[src/rtl/tdc_cal_pkg.sv]
// Shared types for the TDC calibration sequencer: FSM states, timeout width, result record.
package tdc_cal_pkg;

  localparam int TO_W      = 8;
  localparam int RES_TAP_W = 8;
  localparam int RES_VAL_W = 32;

  typedef enum logic [2:0] {
    IDLE,
    GAP,
    TRIG,
    WAIT_TDC,
    EMIT,
    DONE
  } state_t;

  // Wide enough for any supported TAP_W/TDC_W; users slice down to their widths.
  typedef struct packed {
    logic [RES_TAP_W-1:0] tap;
    logic [RES_VAL_W-1:0] avg;
    logic [RES_VAL_W-1:0] min;
    logic [RES_VAL_W-1:0] max;
  } cal_res_t;

endpackage

[src/rtl/tdc_cal_if.sv]
// Pulse-generator/TDC side plus result valid/ready channel of the calibration sequencer.
interface tdc_cal_if #(
  parameter int TDC_W = 16,
  parameter int TAP_W = 4
) ();

  logic             trig;
  logic             pulse;
  logic [TAP_W-1:0] tap_sel;
  logic             tdc_valid;
  logic [TDC_W-1:0] tdc_value;
  logic             res_valid;
  logic             res_ready;
  logic [TAP_W-1:0] res_tap;
  logic [TDC_W-1:0] res_avg;
  logic [TDC_W-1:0] res_min;
  logic [TDC_W-1:0] res_max;

  modport master (
    output trig, tap_sel, res_valid, res_tap, res_avg, res_min, res_max,
    input  pulse, tdc_valid, tdc_value, res_ready
  );

  modport slave (
    input  trig, tap_sel, res_valid, res_tap, res_avg, res_min, res_max,
    output pulse, tdc_valid, tdc_value, res_ready
  );

endinterface

[src/rtl/tdc_cal_accum.sv]
// Per-tap sample accumulator/counter; result one cycle after the last sample, no backpressure.
// Min/max tracking is present only when TDC_CAL_MINMAX_EN is defined.
module tdc_cal_accum
  import tdc_cal_pkg::*;
#(
  parameter int TDC_W    = 16,
  parameter int AVG_LOG2 = 3
) (
  input  logic             clk,
  input  logic             reset,
  input  logic             clear,
  input  logic             sample,
  input  logic [TDC_W-1:0] value,
  output logic [TDC_W-1:0] avg,
  output logic [TDC_W-1:0] min_val,
  output logic [TDC_W-1:0] max_val,
  output logic             last
);

  localparam int ACC_W = TDC_W + AVG_LOG2;
  localparam int CNT_W = AVG_LOG2 + 1;
  localparam logic [CNT_W-1:0] LAST_CNT = CNT_W'((1 << AVG_LOG2) - 1);

  logic [ACC_W-1:0] acc;
  logic [CNT_W-1:0] cnt;

  always_ff @(posedge clk) begin
    if (reset || clear) begin
      acc <= '0;
      cnt <= '0;
    end else if (sample) begin
      acc <= acc + ACC_W'(value);
      cnt <= cnt + 1'b1;
    end
  end

  assign last = (cnt == LAST_CNT);
  assign avg  = TDC_W'(acc >> AVG_LOG2);

`ifdef TDC_CAL_MINMAX_EN
  logic [TDC_W-1:0] min_q;
  logic [TDC_W-1:0] max_q;

  // cnt==0 marks the first sample of a tap, which seeds both registers.
  always_ff @(posedge clk) begin
    if (reset || clear) begin
      min_q <= '0;
      max_q <= '0;
    end else if (sample) begin
      if (cnt == '0 || value < min_q) min_q <= value;
      if (cnt == '0 || value > max_q) max_q <= value;
    end
  end

  assign min_val = min_q;
  assign max_val = max_q;
`else
  assign min_val = '0;
  assign max_val = '0;
`endif

endmodule

[src/rtl/tdc_cal_sequencer.sv]
// Sweeps tap codes, triggers pulses, averages 2^AVG_LOG2 TDC samples per tap; result held until res_ready.
// TDC_CAL_MINMAX_EN adds per-tap min/max on the result channel.
module tdc_cal_sequencer
  import tdc_cal_pkg::*;
#(
  parameter int TDC_W    = 16,
  parameter int TAP_W    = 4,
  parameter int NUM_TAPS = 16,
  parameter int AVG_LOG2 = 3,
  parameter int TIMEOUT  = 255
) (
  input  logic      clk,
  input  logic      reset,
  input  logic      start,
  tdc_cal_if.master bus,
  output logic      busy,
  output logic      done,
  output logic      err_timeout
);

  localparam logic [TAP_W-1:0] LAST_TAP = TAP_W'(NUM_TAPS - 1);
  localparam logic [TO_W-1:0]  TO_LAST  = TO_W'(TIMEOUT - 1);

  state_t           state, state_nxt;
  logic [TAP_W-1:0] tap;
  logic [TO_W-1:0]  to_cnt;
  logic             err;
  logic             acc_clear, acc_sample, last;
  logic             tap_clr, tap_inc, err_set, to_clr;
  logic [TDC_W-1:0] avg, min_val, max_val;
  cal_res_t         res;

  tdc_cal_accum #(.TDC_W(TDC_W), .AVG_LOG2(AVG_LOG2)) u_accum (
    .clk     (clk),
    .reset   (reset),
    .clear   (acc_clear),
    .sample  (acc_sample),
    .value   (bus.tdc_value),
    .avg     (avg),
    .min_val (min_val),
    .max_val (max_val),
    .last    (last)
  );

  always_ff @(posedge clk) begin
    if (reset) state <= IDLE;
    else       state <= state_nxt;
  end

  always_comb begin
    state_nxt  = state;
    acc_clear  = 1'b0;
    acc_sample = 1'b0;
    tap_clr    = 1'b0;
    tap_inc    = 1'b0;
    err_set    = 1'b0;
    to_clr     = 1'b0;
    case (state)
      IDLE: if (start) begin
        acc_clear = 1'b1;
        tap_clr   = 1'b1;
        state_nxt = GAP;
      end
      GAP: if (!bus.pulse) state_nxt = TRIG;
      TRIG: begin
        to_clr    = 1'b1;
        state_nxt = WAIT_TDC;
      end
      // A sample arriving on the final timeout cycle is still accepted.
      WAIT_TDC: if (bus.tdc_valid) begin
        acc_sample = 1'b1;
        state_nxt  = last ? EMIT : GAP;
      end else if (to_cnt == TO_LAST) begin
        err_set   = 1'b1;
        state_nxt = DONE;
      end
      EMIT: if (bus.res_ready) begin
        if (tap == LAST_TAP) begin
          state_nxt = DONE;
        end else begin
          tap_inc   = 1'b1;
          acc_clear = 1'b1;
          state_nxt = GAP;
        end
      end
      DONE:    state_nxt = IDLE;
      default: state_nxt = IDLE;
    endcase
  end

  always_ff @(posedge clk) begin
    if (reset) begin
      tap    <= '0;
      to_cnt <= '0;
      err    <= 1'b0;
    end else begin
      if (tap_clr)      tap <= '0;
      else if (tap_inc) tap <= tap + 1'b1;
      if (to_clr)                 to_cnt <= '0;
      else if (state == WAIT_TDC) to_cnt <= to_cnt + 1'b1;
      if (tap_clr)      err <= 1'b0;
      else if (err_set) err <= 1'b1;
    end
  end

  always_comb begin
    res = '0;
    if (state == EMIT) begin
      res.tap = RES_TAP_W'(tap);
      res.avg = RES_VAL_W'(avg);
      res.min = RES_VAL_W'(min_val);
      res.max = RES_VAL_W'(max_val);
    end
  end

  assign bus.trig      = (state == TRIG);
  assign bus.tap_sel   = tap;
  assign bus.res_valid = (state == EMIT);
  assign bus.res_tap   = res.tap[TAP_W-1:0];
  assign bus.res_avg   = res.avg[TDC_W-1:0];
  assign bus.res_min   = res.min[TDC_W-1:0];
  assign bus.res_max   = res.max[TDC_W-1:0];
  assign busy          = (state != IDLE);
  assign done          = (state == DONE);
  assign err_timeout   = err;

endmodule

[src/flat_wrapper.sv]
// flat-port wrapper written by rule: the top's interface ports become plain ports
module tdc_cal_sequencer_flat import tdc_cal_pkg::*;
#(
  parameter int TDC_W    = 16,
  parameter int TAP_W    = 4,
  parameter int NUM_TAPS = 16,
  parameter int AVG_LOG2 = 3,
  parameter int TIMEOUT  = 255
)
  (clk, reset, start, busy, done, err_timeout, bus_trig, bus_tap_sel, bus_res_valid, bus_res_tap, bus_res_avg, bus_res_min, bus_res_max, bus_pulse, bus_tdc_valid, bus_tdc_value, bus_res_ready);
  tdc_cal_if #(.TDC_W(TDC_W), .TAP_W(TAP_W)) bus_i ();
  input  logic clk;
  input  logic reset;
  input  logic start;
  output logic busy;
  output logic done;
  output logic err_timeout;
  output wire logic [$bits(bus_i.trig)-1:0] bus_trig;
  output wire logic [$bits(bus_i.tap_sel)-1:0] bus_tap_sel;
  output wire logic [$bits(bus_i.res_valid)-1:0] bus_res_valid;
  output wire logic [$bits(bus_i.res_tap)-1:0] bus_res_tap;
  output wire logic [$bits(bus_i.res_avg)-1:0] bus_res_avg;
  output wire logic [$bits(bus_i.res_min)-1:0] bus_res_min;
  output wire logic [$bits(bus_i.res_max)-1:0] bus_res_max;
  input wire logic [$bits(bus_i.pulse)-1:0] bus_pulse;
  input wire logic [$bits(bus_i.tdc_valid)-1:0] bus_tdc_valid;
  input wire logic [$bits(bus_i.tdc_value)-1:0] bus_tdc_value;
  input wire logic [$bits(bus_i.res_ready)-1:0] bus_res_ready;
  assign bus_trig = bus_i.trig;
  assign bus_tap_sel = bus_i.tap_sel;
  assign bus_res_valid = bus_i.res_valid;
  assign bus_res_tap = bus_i.res_tap;
  assign bus_res_avg = bus_i.res_avg;
  assign bus_res_min = bus_i.res_min;
  assign bus_res_max = bus_i.res_max;
  assign bus_i.pulse = bus_pulse;
  assign bus_i.tdc_valid = bus_tdc_valid;
  assign bus_i.tdc_value = bus_tdc_value;
  assign bus_i.res_ready = bus_res_ready;
  tdc_cal_sequencer #(.TDC_W(TDC_W), .TAP_W(TAP_W), .NUM_TAPS(NUM_TAPS), .AVG_LOG2(AVG_LOG2), .TIMEOUT(TIMEOUT)) u_core (.clk(clk), .reset(reset), .start(start), .bus(bus_i), .busy(busy), .done(done), .err_timeout(err_timeout));
endmodule
[config.mk]
export PLATFORM = sky130hd
export DESIGN_NAME = tdc_cal_sequencer_flat
export DESIGN_NICKNAME = d
export VERILOG_FILES = /design/src/rtl/tdc_cal_pkg.sv /design/src/rtl/tdc_cal_if.sv /design/src/rtl/tdc_cal_accum.sv /design/src/rtl/tdc_cal_sequencer.sv /design/src/flat_wrapper.sv
export SDC_FILE = /design/constraint.sdc
export NUM_CORES = 1
export LEC_CHECK = 0
export CAP_MARGIN = 0
export CORE_UTILIZATION = 48
export DETAILED_ROUTE_END_ITERATION = 6
export HOLD_SLACK_MARGIN = 0.12
export PLACE_DENSITY = 0.82
export RECOVER_POWER = 25
export SYNTH_ARGS = -nofsm -noshare
export SYNTH_HDL_FRONTEND = slang
export SYNTH_SLANG_ARGS = --single-unit
[constraint.sdc]
create_clock -name clk -period 2.8 [get_ports clk]
set_input_delay 0.28 -clock clk [delete_from_list [all_inputs] [get_ports clk]]
set_output_delay 0.28 -clock clk [all_outputs]
set_load 0.03 [all_outputs]
==> Flow_metrics.wiki <==
{| class="wikitable"
! Metric !! Value
|-
| Seq/Total Area, Yosys || 0.276
|-
| WP buf/inv || 1
|-
| Number of enable flip-flop cells after synthesis || 0
|-
| Ant diodes || 0
|-
| Critical Path, Cell by Cell || clkdlybuf4s50_1 > ha_1 > fa_1 > a211oi_1 > o21ai_1 > a31oi_1 > o2111ai_1 > and2_1 > xnor2_1 > a211oi_1
|-
| Maximum fanout encountered on the critical timing path || 3
|-
| # rows || 27
|-
| Synth Warn # || 0
|-
| Critical Setup Path Class || in2reg
|-
| Total count of hold-check failures in the final report || 0
|-
| Chip height || 78.7 um
|-
| Final Slew Violations || 0
|-
| Rel. slew slack || 0.607
|-
| Die ar. || 6190 um^2
|-
| Slowest cell on crit path || clkdlybuf4s50_1
|-
| Number of instances in the synthesized netlist || 353
|-
| Initial antenna violation count || 0
|-
| Total of flip-flops plus latches after synthesis || 39
|-
| Total Routed Length || 5.70 mm
|-
| Maximum number of pins on one net before global-route repair || 23
|-
| Number of clock buffers inserted by TritonCTS || 5
|-
| F_max || 0.398 GHz
|-
| Highest-count cells in the layout ignoring fill and taps || clkdlybuf4s50_1 (45), nand2_1 (39), dfxtp_1 (39)
|-
| Residual DRC count || 0
|-
| Share of synthesized registers carrying an async set or reset || 0
|-
| Total core area || 5570 um^2
|-
| Sinks on the clock net || 39
|-
| Wire length of the first global-routing pass || 9.77 mm
|-
| Final estimated routing congestion in global placement || 0.872
|-
| Final worst hold slack || 0.470 ns
|-
| Global-route usage over all layers || 0.196
|-
| Die X || 78.7 um
|-
| Final TNS setup || 0 ns
|-
| Post-synth design cell area || 2820 um^2
|-
| Static leakage || 1.36 nW
|-
| Outcome || complete, no violations
|-
| # IOs || 83
|-
| Most used flip-flop cell after synthesis || dfxtp_1
|-
| Setup violation total in the final timing report || 0
|-
| Worst setup path end || u_core.u_accum.acc[14]$_SDFFE_PP0P_
|-
| Overall via count from detail_route || 2,438
|-
| Reg2reg setup slack || 0.39 ns
|-
| Startpoint class of the critical path || input port
|-
| Clock tree root buffer cell || clkbuf_8
|-
| Slowest Stage Delay on Critical Path || 0.40 ns
|-
| Count of buffers from port buffering || 50
|-
| Gr ovfl total || 0
|-
| FF-to-FF Start || u_core.u_accum.acc[0]$_SDFFE_PP0P_
|-
| Number of placed instances, taps included || 465
|-
| Maximum VDD drop || 0.000200 V
|-
| Period utilization || 0.896
|-
| Count of cells resized by post-cts repair || 0
|-
| Post-placement cell area || 3250 um^2
|-
| Avg Synthesized Cell Area || 8.00 um^2
|-
| Insertion delay to the later sink of the worst-skew pair || 0.29 ns
|-
| Routed length per placed instance || 12.1 um
|-
| Setup repair after global routing missed its margin || no
|-
| Total power per unit cell area || 418 nW/um^2
|-
| Hold WC Path Type || reg2reg
|-
| Initial detailed-routing violation count || 47
|-
| Data required time of the worst path || 3.01 ns
|-
| Yosys cell types || 50
|-
| Worst clock skew || 0.00988 ns
|-
| Post-layout net count || 443
|-
| Area growth from synthesis to final layout || 18.4%
|-
| Effective utilization at floorplan || 0.507
|-
| Number of H-tree levels || 2
|-
| CP top delay family || compound AO/OA/AOI/OAI gates
|-
| Layout cell share with drive strength beyond 1 || 0.0424
|-
| First-pass iteration count of the detailed router || 4
|-
| Worst Reg2Reg Path Length in Cells || 9
|-
| Final design instance area without fill || 3340 um^2
|-
| Layout Utilization || 0.600
|-
| Slew at the pin with the worst max-slew slack || 0.588 ns
|-
| Data arrival time at the worst-slack endpoint || 2.72 ns
|-
| Commonest non-fill, non-tap cell in the layout || clkdlybuf4s50_1
|-
| Logic depth of the worst path, buffers included || 10
|-
| Final cell count without fillers || 473
|-
| Buffer count from post-CTS setup fixing || 0
|-
| Reg clk slew, reported paths || 0.08 ns
|-
| Total half-perimeter wirelength after legalization and detailed placement || 4.23 mm
|-
| Startpoint of the most critical hold path || u_core.u_accum.acc[0]$_SDFFE_PP0P_
|-
| Number of global-route vias before repair || 2,236
|-
| Final period demand of the worst path || 2.51 ns
|-
| Critical path's most frequent cell || a211oi_1
|-
| Number of buffers on the longest clock path || 2
|-
| Number of violations of the max-capacitance limit || 0
|-
| Hold Buf Count CTS || 0
|-
| Via count normalized by instance count || 5.15
|-
| Antenna-violating nets left || 0
|-
| CTS tree || built
|-
| Worst setup path start || bus_tdc_value[0]
|-
| Kind of end point of the critical path || register
|-
| Critical R2R Capture || u_core.u_accum.acc[14]$_SDFFE_PP0P_
|}
[tightest hold or removal path: cells and delay by family, from the launching register on]
kind | cells | cell delay, ns
AO/OA/AOI/OAI | 1 | 0.05
flip-flops | 1 | 0.32
AND/OR/NAND/NOR | 1 | 0.05
[worst min-delay path by stage]
stage / endpoint / slack (ns) / depth (start not counted)
2_1_floorplan: u_core.to_cnt[1]$_SDFFE_PP0P_ / 0.35 / 1
3_3_place_gp: u_core.u_accum.acc[0]$_SDFFE_PP0P_ / 0.45 / 2
3_5_place_dp: u_core.err_timeout$_SDFFE_PP0P_ / 0.46 / 2
4_1_cts: u_core.u_accum.acc[0]$_SDFFE_PP0P_ / 0.48 / 2
5_1_grt: u_core.u_accum.cnt[1]$_SDFFE_PP0P_ / 0.50 / 2
6_report: u_core.u_accum.acc[0]$_SDFFE_PP0P_ / 0.47 / 2
[stage by stage]
step / total power, mW / setup WS (ns)
finish: 1.40 / 0.290
global route: 1.47 / 0.205
CTS: 1.42 / 0.306
detailed placement: 0.923 / 0.0422
global placement: 0.919 / 0.0385
floorplan: 0.885 / 0.558
[routing by layer]
layer  track usage  vias to the layer above  routed length (um)
met4        0.0833                        0                  68
li1              -                     1246                   -
met1         0.254                     1121                2700
met3        0.0276                        5                 253
met5             0                        -                   0
met2         0.322                       66                2690
[where the power goes]
group          internal [mW]  leakage [nW]  switching, mW
registers              0.571         0.315         0.0265
logic                  0.117         0.984          0.195
clock network          0.288        0.0612          0.200
total                  0.976          1.36          0.421
[area by class of cell]
cell class / count / area [um^2]
clock buffers: 6 / 82.6
inverters: 6 / 22.5
flip-flops and latches: 39 / 781
fillers: 529 / 2230
multi-input cells: 292 / 1790
well taps: 72 / 90.1
clock inverters: 2 / 35.0
repair buffers: 56 / 546
[registers in the layout (all words and copies together), names as in the netlist]
name,count
u_core.u_accum.cnt,4
u_core.state,3
u_core.u_accum.acc,19
u_core.bus.tap_sel,4
u_core.err_timeout,1
u_core.to_cnt,8
[kinds of logic after synthesis]
| group | synth area share |
|---|---|
| AOI/OAI and AO/OA | 0.158 |
| xor gates and xnor gates | 0.0837 |
| adders and majority gates | 0.0957 |
| buffers and inverters | 0.125 |
| DFF | 0.276 |
| muxes | 0.0106 |
| other | 0.00133 |
| and+or+nand+nor | 0.249 |
[cells in the mapped netlist, types with 3 or more instances]
library cell	n	area, um^2
and2_1	22	138
or3_1	5	31.3
nand4_1	8	50.1
nand2_1	39	146
a21o_1	3	22.5
nand2b_1	3	18.8
mux2i_1	3	30.0
and3_1	3	18.8
buf_6	3	33.8
o21ai_0	15	75.1
ha_1	20	250
a211oi_1	3	22.5
inv_1	6	22.5
a31oi_1	5	31.3
dfxtp_1	39	781
xnor2_1	12	105
nand3_1	14	70.1
clkbuf_1	5	18.8
o211ai_1	3	22.5
o21a_1	3	22.5
buf_4	33	248
a21oi_1	29	145
buf_2	5	25.0
xor2_1	15	131
nor2_1	26	97.6
Power figures use the tool's default switching activity.
